==> config.mk <==
export PLATFORM = sky130hd
export DESIGN_NAME = fir_stim_gen
export DESIGN_NICKNAME = d
export VERILOG_FILES = /design/src/rtl/fir_stim_pkg.sv /design/src/rtl/fir_stim_lfsr.sv /design/src/rtl/fir_stim_gen.sv
export SDC_FILE = /design/constraint.sdc
export NUM_CORES = 1
export LEC_CHECK = 0
export BUFFER_PORTS_ARGS = -buffer_cell sky130_fd_sc_hd__buf_2
export CAP_MARGIN = 5
export CORE_MARGIN = 3
export CORE_UTILIZATION = 64
export DETAILED_ROUTE_END_ITERATION = 7
export HOLD_SLACK_MARGIN = 0.02
export PLACE_DENSITY = 0.95
export SLEW_MARGIN = 30
export SYNTH_ARGS = -nofsm -noshare
export SYNTH_HDL_FRONTEND = slang
export SYNTH_SLANG_ARGS = --single-unit
==> constraint.sdc <==
create_clock -name clk -period 4.3 [get_ports clk]
set_input_delay 0.645 -clock clk [delete_from_list [all_inputs] [get_ports clk]]
set_output_delay 0.645 -clock clk [all_outputs]
set_load 0.05 [all_outputs]
==> src/rtl/fir_stim_pkg.sv <==
// Shared types and helpers for the FIR test-signal generator.
package fir_stim_pkg;

  localparam logic [7:0] LFSR_MASK = 8'hB8;

  typedef enum logic [2:0] {
    IMPULSE = 3'd0,
    STEP    = 3'd1,
    SQUARE  = 3'd2,
    RAMP    = 3'd3,
    NOISE   = 3'd4
  } mode_e;

  typedef enum logic {
    IDLE = 1'b0,
    RUN  = 1'b1
  } state_e;

  // Two's-complement negate; -128 has no positive twin so it clips to +127.
  function automatic logic [7:0] sat_neg(input logic [7:0] a);
    if (a == 8'h80) return 8'h7F;
    return ~a + 8'd1;
  endfunction

endpackage

==> src/rtl/fir_stim_lfsr.sv <==
// 8-bit Galois right-shift LFSR; load has priority over advance.
module fir_stim_lfsr
  import fir_stim_pkg::*;
#(
  parameter logic [7:0] SEED = 8'h01
) (
  input  logic       clk,
  input  logic       rst_n,
  input  logic       load,
  input  logic       adv,
  output logic [7:0] value
);

  // An all-zero state would lock the register, so a zero seed becomes 1.
  localparam logic [7:0] SEED_SAFE = (SEED == 8'h00) ? 8'h01 : SEED;

  always_ff @(posedge clk or negedge rst_n) begin
    if (!rst_n) begin
      value <= SEED_SAFE;
    end else if (load) begin
      value <= SEED_SAFE;
    end else if (adv) begin
      value <= {1'b0, value[7:1]} ^ (value[0] ? LFSR_MASK : 8'h00);
    end
  end

endmodule

==> src/rtl/fir_stim_gen.sv <==
// Programmable test-signal source for the FIR sample input: impulse, step,
// square, ramp and LFSR noise at a rate of one sample per div+1 clocks.
module fir_stim_gen
  import fir_stim_pkg::*;
#(
  parameter int         DATA_W    = 8,
  parameter logic [7:0] LFSR_SEED = 8'h01
) (
  input  logic              clk,
  input  logic              rst_n,
  input  logic              start,
  input  logic              stop,
  input  logic [2:0]        mode,
  input  logic [DATA_W-1:0] amp,
  input  logic [7:0]        div,
  input  logic [7:0]        half_per,
  input  logic [7:0]        burst_len,
  output logic [DATA_W-1:0] x,
  output logic              x_valid,
  output logic              busy,
  output logic              done,
  output logic              dbg_state
);

  state_e            state_q, state_d;
  logic [2:0]        mode_q;
  logic [DATA_W-1:0] amp_q;
  logic [7:0]        div_q;
  logic [7:0]        hp_q;
  logic [7:0]        len_q;
  logic [7:0]        tick_q;
  logic [7:0]        sent_q;
  logic [7:0]        ph_q;
  logic              pol_q;
  logic              first_q;
  logic              fin_q;
  logic [DATA_W-1:0] acc_q;
  logic [7:0]        lfsr_val;

  logic              emit;
  logic              last;
  logic              lfsr_load;
  logic [DATA_W-1:0] sample;

  fir_stim_lfsr #(.SEED(LFSR_SEED)) u_lfsr (
    .clk   (clk),
    .rst_n (rst_n),
    .load  (lfsr_load),
    .adv   (emit),
    .value (lfsr_val)
  );

  always_ff @(posedge clk or negedge rst_n) begin
    if (!rst_n) state_q <= IDLE;
    else        state_q <= state_d;
  end

  // stop beats start, start beats the end-of-burst return to IDLE.
  always_comb begin
    state_d   = state_q;
    emit      = 1'b0;
    lfsr_load = 1'b0;
    last      = 1'b0;
    sample    = '0;
    if (stop) begin
      state_d = IDLE;
    end else if (start) begin
      state_d   = RUN;
      lfsr_load = 1'b1;
    end else if (state_q == RUN) begin
      if (fin_q) state_d = IDLE;
      else       emit    = (tick_q == 8'd0);
    end
    last = (len_q != 8'd0) && ((sent_q + 8'd1) == len_q);
    case (mode_q)
      IMPULSE: sample = first_q ? amp_q : '0;
      STEP:    sample = amp_q;
      SQUARE:  sample = pol_q ? sat_neg(amp_q) : amp_q;
      RAMP:    sample = acc_q;
      NOISE:   sample = lfsr_val;
      default: sample = '0;
    endcase
  end

  always_ff @(posedge clk or negedge rst_n) begin
    if (!rst_n) begin
      mode_q  <= '0;
      amp_q   <= '0;
      div_q   <= '0;
      hp_q    <= '0;
      len_q   <= '0;
      tick_q  <= '0;
      sent_q  <= '0;
      ph_q    <= '0;
      pol_q   <= 1'b0;
      first_q <= 1'b0;
      fin_q   <= 1'b0;
      acc_q   <= '0;
      x       <= '0;
      x_valid <= 1'b0;
      done    <= 1'b0;
    end else begin
      x_valid <= 1'b0;
      done    <= 1'b0;
      if (stop) begin
        x     <= '0;
        fin_q <= 1'b0;
      end else if (start) begin
        mode_q  <= mode;
        amp_q   <= amp;
        div_q   <= div;
        hp_q    <= (half_per == 8'd0) ? 8'd1 : half_per;
        len_q   <= burst_len;
        tick_q  <= '0;
        sent_q  <= '0;
        ph_q    <= '0;
        pol_q   <= 1'b0;
        first_q <= 1'b1;
        fin_q   <= 1'b0;
        acc_q   <= '0;
      end else if (state_q == RUN) begin
        if (fin_q) begin
          done  <= 1'b1;
          fin_q <= 1'b0;
        end else if (emit) begin
          x       <= sample;
          x_valid <= 1'b1;
          tick_q  <= div_q;
          first_q <= 1'b0;
          sent_q  <= sent_q + 8'd1;
          fin_q   <= last;
          acc_q   <= acc_q + amp_q;
          if ((ph_q + 8'd1) == hp_q) begin
            ph_q  <= '0;
            pol_q <= ~pol_q;
          end else begin
            ph_q <= ph_q + 8'd1;
          end
        end else begin
          tick_q <= tick_q - 8'd1;
        end
      end
    end
  end

  assign busy      = (state_q == RUN);
  assign dbg_state = state_q;

endmodule

## Yosys cells after proc, flatten, opt, wreduce, memory -nomap -nowiden

Cells that the tools add are included.

- Register bits after elaboration: 89
- Logic and storage cells: 119

- $add $sub $neg: 5
- Reduce and logical (&&, ||, !) cells: 17
- Bitwise operators: 4
- Multiplexer cells: 66
- Eq/ne operators: 10

Operator list:

| cell | count |
|---|---|
| two-way mux 8 bit | 30 |
| case mux 8 bit (5 select lines) | 1 |
| two-way mux 1 bit | 35 |
| adder 8 x 1 -> 8 bit (second input constant) | 3 |
| == test 8 bit | 2 |
| zero test 8 bit | 2 |
| nonzero test 2 bit | 6 |
| adder 8 bit | 1 |
| == test 8 bit (second input constant) | 1 |
| NOT 8 bit | 1 |
| AND reduction 4 bit | 2 |
| nonzero test 8 bit | 1 |
| subtractor 8 x 1 -> 8 bit (second input constant) | 1 |
| XOR 7 x 8 -> 8 bit | 1 |
| == test 3 x 2 -> 1 bit (second input constant) | 2 |
| AND reduction 5 bit | 1 |
| inequality test 2 bit (second input constant) | 2 |
| == test 3 x 1 -> 1 bit (second input constant) | 1 |
| == test 3 bit (second input constant) | 1 |
| zero test 3 bit | 1 |
| AND reduction 3 bit | 1 |
| nonzero test 3 bit | 1 |
| inequality test 2 x 1 -> 1 bit (second input constant) | 1 |
| NOT 1 bit | 2 |
| 2 further kinds | 2 |

## Longest topological paths before layout

Gate-level depths: netlist (run 1).

- Depth in word-level cells: 11
- Gate-level depth with buffers: 11
- Mapped depth without buffers: 10

## Hierarchy

From an unflattened synthesis (run 1), not the netlist that was laid out.

- Cells, all modules: 491
- Area, all modules: 4845.9 µm²

By module, submodules not included:

| module | seq. area each (µm²) | area an instance (µm²) | times used | cells each |
|---|---|---|---|---|
| fir_stim_gen | 2026.9 | 4505.6 | 1 | 462 |
| fir_stim_lfsr | 201.4 | 340.3 | 1 | 29 |

## Worst setup path before layout (run 1)

No wires, ideal clock.

- Path kind: reg2reg
- Start point: register ph_q[0]
- End point: register ph_q[2]
- Arrival: 1.959 ns
- Path slack: 2.211 ns
- Stages on the path, launching flop included: 9
- Path buffers: 1
- Path through: dfrtp_1 ha_1 buf_2 or3b_1 a211oi_2 nor3_2 o31ai_4 o22ai_1 o2bb2ai_1

- Word-level cells in the longest chain between the ends: 7

Ends and longest elaborated chain:

| element | RTL line | RTL |
|---|---|---|
| start: declaration | fir_stim_gen.sv:33 | `logic [7:0] ph_q;` |
| start signal: assignment | fir_stim_gen.sv:137 | `ph_q <= ph_q + 8'd1;` |
| adder 8 x 1 -> 8 bit * | fir_stim_gen.sv:133, fir_stim_gen.sv:137 |  |
| == test 8 bit | fir_stim_gen.sv:133 | `if ((ph_q + 8'd1) == hp_q) begin` |
| two-way mux 8 bit * | fir_stim_gen.sv:133 |  |
| two-way mux 8 bit * | fir_stim_gen.sv:125 | `end else if (emit) begin` |
| two-way mux 8 bit * | fir_stim_gen.sv:122 | `if (fin_q) begin` |
| two-way mux 8 bit * | fir_stim_gen.sv:121 | `end else if (state_q == RUN) begin` |
| two-way mux 8 bit * | fir_stim_gen.sv:108 | `end else if (start) begin` |

Every way passes the cells marked *; elsewhere a longest branch is shown, timed or not. The select of a mux whose other input is x is not followed.
A chain may end at the register's enable or synchronous reset.

## Final worst setup path (run 1)

- Start point: register tick_q[4]
- End point: register tick_q[5]

- Word-level cells in the longest chain between the ends: 9
- Elaborated cells on any way between the ends: 10
- Those cells by class: add/sub (1); mux (8); reduce/logical (1)

Ends and longest elaborated chain:

| element | RTL line | RTL |
|---|---|---|
| start: declaration | fir_stim_gen.sv:31 | `logic [7:0] tick_q;` |
| start signal: assignment | fir_stim_gen.sv:128 | `tick_q <= div_q;` |
| start signal: assignment | fir_stim_gen.sv:140 | `tick_q <= tick_q - 8'd1;` |
| zero test 8 bit | fir_stim_gen.sv:72 | `else emit = (tick_q == 8'd0);` |
| two-way mux 1 bit | fir_stim_gen.sv:71 | `if (fin_q) state_d = IDLE;` |
| two-way mux 1 bit | fir_stim_gen.sv:70 | `end else if (state_q == RUN) begin` |
| two-way mux 1 bit | fir_stim_gen.sv:67 | `end else if (start) begin` |
| two-way mux 1 bit | fir_stim_gen.sv:65 | `if (stop) begin` |
| two-way mux 8 bit * | fir_stim_gen.sv:125 |  |
| two-way mux 8 bit * | fir_stim_gen.sv:122 |  |
| two-way mux 8 bit * | fir_stim_gen.sv:121 |  |
| two-way mux 8 bit * | fir_stim_gen.sv:108 |  |

Marked as above.

==> metrics, run 1 <==
status completed; CP Class flop to flop; Die Width 93.0 um; Fill cells 552; vias per cell 6.16; CP dominant cell by count o21ai_0; port bufs 50; Min-Delay Path Class input port to async pin; Sw Ratio 0.314; initial antenna violation count 0; hold slack final 0.328 ns; Avg Synthesized Cell Area 8.68 um2; clk_lat worst skew 0.36 ns; post-synthesis async set-or-reset flop share 1.00; area taken by multi-input logic gates 2450 um2; share of layout cells above drive strength 1 0.133; pin count of the biggest net entering global routing 90; num ports 51; Comb pwr share 0.193; Pre-Repair DR Iteration Count 5; Via Count 4319; Post-Syn Nets 610; Worst setup SP type flop; Antenna diodes 0; die height 93.0 um; final wirelength 11.7 mm; Peak supply drop 0.000239 V; post-placement cell count 685; static leakage 2.60 nW; Period minus WS final 2.78 ns; cts hold-fix bufs 0; synth warn 0; FF/Latch Area 2230 um2; Overall Global Routing Usage 0.284; Clock Skews 0.00753 ns; internal power 1.39 mW; maxcap violations 0; Crit path largest cell delay 0.45 ns; Core Rows 31; Post-Synthesis Cells 558; cell at the slowest stage of the critical path dfrtp_1; Post-CTS Resized 0; Req. time, crit path 4.52 ns; CTS tree built; Worst EP arrival 3.00 ns; first-pass GRT wire length 19.7 mm; Mapped Area 4840 um2; Slew @ Worst Pin 0.899 ns; DRC viols 0; Max Clk Rate 359 MHz; clock share of power 0.311; Post-DRT Antenna Nets 0; Power Total 2.03 mW; Setup Viol. Count Final 0; Final HPWL DP 8.05 mm; P_sw 0.636 mW; Synth cell types 61; CTS buffer count 9; core box area 7290 um2; Hold Vio Cnt, Final 0; CTS H-tree depth 3; Yosys reg bits 89; sequential element share of the synthesized area 0.460; # clock sinks 89; worst-path maximum fanout 44; initial DRC count 381; wire per inst 16.6 um; vias in the first global route 4316; crit share post-route 0.647; CP Capture Type flop; GP Congestion 0.912; DIE AREA 8650 um2; global route overflow 0; maximum clock path buffer count 2; Rel. slew slack 0.399; Starting Density 0.664; TNS Setup 0 ns; Layout area overhead 10.4%; post-CTS setup buffer count 0; slack of the worst reg-to-reg path 1.52 ns; non-filler instance count after layout 701; EDFF count, synth 0; power density over cell area 380 nW/um2; critical path cell sequence nor4_2, and3_1, nand2_2, clkinv_2, buf_4, or2_1, nor2_1, o21ai_0, o21ai_0; CTS root buffer clkbuf_8; max-slew violation count 0; RSZ-0062 raised after global routing no; Clock Pin Slew Worst Setup and Hold Paths 0.09 ns; most used flip-flop cell after synthesis dfrtp_1; part of the power in registers 0.496; nets@finish 649
==> stage by stage <==
step / setup WS (ns) / utilization / instance area, um2
floorplan: 2.21 / - / 4840
global placement: 1.63 / 0.703 / 5130
detailed placement: 1.43 / 0.704 / 5130
CTS: 1.57 / 0.733 / 5350
global route: 1.24 / 0.733 / 5350
finish: 1.52 / 0.733 / 5350
==> per-layer routing <==
| layer | vias to the layer above | track usage | share of wire |
|---|---|---|---|
| met4 | 0 | 0.122 | 0.029 |
| met2 | 191 | 0.500 | 0.52 |
| met3 | 44 | 0.0499 | 0.070 |
| met1 | 2065 | 0.341 | 0.38 |
| met5 | - | 0 | 0 |
| li1 | 2019 | - | - |
==> placed cells by master (no fill, tap or decap), types with 3 or more instances in the layout <==
cell type / instances
o22ai_1: 4
nor2_1: 35
buf_4: 3
o21ai_0: 51
or4_1: 3
buf_2: 49
nor2b_1: 6
xor2_1: 14
o31ai_1: 5
nand3_1: 12
inv_1: 12
a21oi_1: 29
clkbuf_8: 9
nand2_1: 138
xnor2_1: 13
nand4_1: 6
or3_1: 3
o21ai_1: 5
nor3_1: 8
nand2b_1: 7
and3_1: 7
ha_1: 12
a211oi_1: 3
or3b_1: 3
nor3b_1: 3
o41ai_1: 3
a222oi_1: 6
dfrtp_1: 88
a21o_1: 14
nor4_1: 4
==> logic make-up (layout without fill, tap and decap cells) <==
kind of cell | after synthesis | in the layout | share of synthesized area
multiplexers | 1 | 1 | 0.00207
flip-flops | 89 | 89 | 0.460
AO/OA/AOI/OAI | 138 | 138 | 0.179
adder cells (fa/ha/maj) | 13 | 13 | 0.0351
AND/OR/NAND/NOR | 252 | 252 | 0.240
buffers and inverters | 38 | 82 | 0.0346
XOR/XNOR | 27 | 27 | 0.0488
==> registers in the layout, summed over array words and instances, names as in the netlist, 3 cells and up <==
signal,count
acc_q,8
amp_q,8
div_q,8
hp_q,8
len_q,8
ph_q,8
sent_q,8
tick_q,8
u_lfsr.value,8
x,8
mode_q,3
==> power groups by stage <==
stage	Sequential, mW	Clock (mW)	Combinational (mW)
CTS	1.00	0.632	0.388
global placement	1.01	0	0.357
detailed placement	1.02	0	0.382
finish	1.01	0.631	0.392
global route	1.02	0.664	0.442
floorplan	0.993	0	0.278
==> cell usage after synthesis, drive strengths merged (3+ instances only) <==
library cell	number	area (um2)
a211oi	4	35.0
a21o	14	105
a21oi	29	145
a222oi	6	60.1
and3	7	43.8
buf	12	68.8
clkbuf	13	48.8
dfrtp	88	2200
ha	12	150
inv	12	45.0
nand2	140	528
nand2b	7	43.8
nand3	12	60.1
nand4	6	37.5
nor2	35	131
nor2b	7	43.8
nor3	9	50.1
nor3b	3	22.5
nor4	6	50.0
o21ai	56	280
o22ai	4	25.0
o31ai	6	58.8
o41ai	3	26.3
or2	3	18.8
or3	3	18.8
or3b	3	26.3
or4	3	22.5
xnor2	13	114
xor2	14	123
==> critical path: cells and delay by family, from the launching register on <==
family          cells  cell delay [ns]
simple gates        5             1.42
buf+inv             2             0.51
flops               1             0.45
compound gates      2             0.27
==> area by class of cell <==
cell class	instances	area share
Multi-Input combinational cell	431	0.459
Sequential cell	89	0.417
Timing Repair Buffer	53	0.0522
Clock buffer	11	0.0246
Tap cell	99	0.0232
Clock inverter	5	0.0152
Inverter	13	0.00936
==> worst paths after layout <==
path                       cells past startpoint       from         to
max reg2reg                                    9  tick_q[4]  tick_q[5]
max in group asynchronous                      1      rst_n    hp_q[4]
min reg2reg                                    1       x[5]       x[5]
max                                            9  tick_q[4]  tick_q[5]
min                                            1      rst_n       x[4]
min in group clk                               3    mode[2]  mode_q[2]
(Power assumes the default switching activity.)
==> inputs of run 2 (changes only) <==
CORE_UTILIZATION = 53   (was 64)
PLACE_DENSITY = 0.87   (was 0.95)
clock period = 2.4 ns   (was 4.3 ns; I/O delays follow)
==> run 2 against run 1 <==
  * The run now ends with hold timing left
  * Hold slack worse by 0.34 ns
  * Combinational power up 83%
  * Via count down 1.9%
  * Clock-buffer cell count down 2
  * First-iteration DRC count down 20%
  * Fmax up 22%
  * Die area up 19%
  * Register-to-register slack worse by 1.4 ns
  * Non-clock buffer count up 9
  * Clock power up 82%
  * Cell area up 2.4%
  * Critical path depth down 1
  * Largest cell class unchanged
  * Highest routed layer unchanged
==> metrics, run 2 (synthesis results as in run 1) <==
Pre-Repair DR Iteration Count 5 (unchanged); failing checks hold timing; share of layout cells above drive strength 1 0.152 (was 0.133); initial antenna violation count 0 (unchanged); Via Count 4238 (was 4319); Reg-to-Reg Start ph_q[0] (was tick_q[4]); initial DRC count 303 (was 381); pin count of the biggest net entering global routing 90 (unchanged); Clock Skews 0.0146 ns (was 0.00753 ns); vias in the first global route 3983 (was 4316); reg2reg end ph_q[6] (was tick_q[5]); Power Total 3.66 mW (was 2.03 mW); num ports 51 (unchanged); crit share post-route 0.949 (was 0.647); cts hold-fix bufs 0 (unchanged); Layout area overhead 13.0% (was 10.4%); Post-DRT Antenna Nets 0 (unchanged); vias per cell 5.89 (was 6.16); CTS tree built (unchanged); Slew @ Worst Pin 0.882 ns (was 0.899 ns); Starting Density 0.550 (was 0.664); die height 102 um (was 93.0 um); worst-path maximum fanout 8 (was 44); slack of the worst reg-to-reg path 0.12 ns (was 1.52 ns); final wirelength 11.3 mm (was 11.7 mm); wire per inst 15.8 um (was 16.6 um); core box area 8810 um2 (was 7290 um2); power density over cell area 669 nW/um2 (was 380 nW/um2); GP Congestion 0.903 (was 0.912); PnR worst setup slack 0.122 ns (was 1.52 ns); Die Width 102 um (was 93.0 um); clk_lat worst skew 0.36 ns (about the same); Clock Pin Slew Worst Setup and Hold Paths 0.10 ns (was 0.09 ns); CP Capture Type flop (unchanged); CTS buffer count 9 (unchanged); DRC viols 0 (unchanged); Final HPWL DP 7.80 mm (was 8.05 mm); Hold Vio Cnt, Final 6 (was 0); first-pass GRT wire length 18.9 mm (was 19.7 mm); port bufs 50 (unchanged); # clock sinks 89 (unchanged); Worst EP arrival 2.53 ns (was 3.00 ns); CTS H-tree depth 3 (unchanged); most frequent cells in the layout nand2_1, dfrtp_1, o21ai_0 (unchanged); hold slack final -0.0129 ns (was 0.328 ns); Min-Delay Path Class input port to async pin (unchanged); CTS root buffer clkbuf_8 (unchanged); CP Class flop to flop (unchanged); nets@finish 658 (was 649); DIE AREA 10300 um2 (was 8650 um2); Req. time, crit path 2.66 ns (was 4.52 ns); static leakage 2.66 nW (was 2.60 nW); Overall Global Routing Usage 0.230 (was 0.284); Rel. slew slack 0.406 (was 0.399); global route overflow 0 (unchanged); max-slew violation count 0 (unchanged); Core Rows 34 (was 31); Setup Viol. Count Final 0 (unchanged); commonest non-fill, non-tap cell in the layout nand2_1 (unchanged); status complete, but fails checks (was completed); Antenna diodes 0 (unchanged); Peak supply drop 0.000581 V (was 0.000239 V); Max Clk Rate 439 MHz (was 359 MHz); Worst setup SP type flop (unchanged); maxcap violations 0 (unchanged); Post-Place Setup Slack 0.0982 ns (was 1.43 ns); maximum clock path buffer count 2 (unchanged); Period minus WS final 2.28 ns (was 2.78 ns); R2R depth 8 (was 9)
run 2: changes by cell type in the layout (fill, tap and decap cells not counted), sizes merged:
cell      previous run  this run
buf                 53        62
clkbuf              11         9
clkinv               3         2
clkinvlp             1         2
inv                 12        14
run 2: through the flow:
stage / utilization / TNS, ns / std cells / area, um2
after floorplan: - / 0 / 558 / 4840
after global placement: 0.593 / 0 / 702 / 5220
after global routing: 0.621 / -0.155 / 719 / 5470
after CTS: 0.618 / 0 / 718 / 5440
after detailed placement: 0.593 / 0 / 702 / 5220
final: 0.621 / 0 / 719 / 5470
run 2: layout make-up:
type	count	area (um2)
Multi-Input combinational cell	431	2470
Timing Repair Buffer	62	368
Tap cell	108	135
Fill cell	749	3330
Clock buffer	9	124
Sequential cell	89	2230
Inverter	13	53.8
Clock inverter	7	93.8
run 2: worst max-delay path by stage:
stage	cells after the start	startpoint	slack (ns)	endpoint
4_1_cts	9	amp_q[1]	0.1	x[0]
3_3_place_gp	7	ph_q[0]	0.19	ph_q[2]
3_5_place_dp	7	ph_q[0]	0.1	ph_q[2]
5_1_grt	10	tick_q[0]	-0.06	x[5]
6_report	8	ph_q[0]	0.12	ph_q[6]
2_1_floorplan	8	ph_q[0]	0.31	ph_q[2]
run 2: repair_timing:
action                     CTS  global route
gates resized for setup      0             7
setup buffers                0             1
hold endpoints to repair     0             0
setup endpoints to repair    0            20
run 2: routing by layer:
layer | vias up | GRT usage | part of all wire
met5 | - | 0 | 0
met4 | 0 | 0.0706 | 0.017
met3 | 18 | 0.0399 | 0.048
met2 | 121 | 0.396 | 0.51
met1 | 2051 | 0.295 | 0.43
li1 | 2048 | - | -
run 2: power by group:
| group | leakage [nW] | switching (mW) | total, mW | internal (mW) |
|---|---|---|---|---|
| sequential | 1.17 | 0.161 | 1.79 | 1.63 |
| clock | 0.106 | 0.562 | 1.15 | 0.587 |
| combinational | 1.39 | 0.424 | 0.719 | 0.295 |
| total | 2.66 | 1.15 | 3.66 | 2.52 |
run 2: worst max-delay path, cell delays in order, from the launching register on:
cell and delay, ns:
dfrtp_1 0.46, ha_1 0.31, and3_1 0.23, a21oi_1 0.14, o2111ai_1 0.27, o31ai_4 0.38, buf_4 0.19, a21oi_1 0.04
a21o_1 0.15
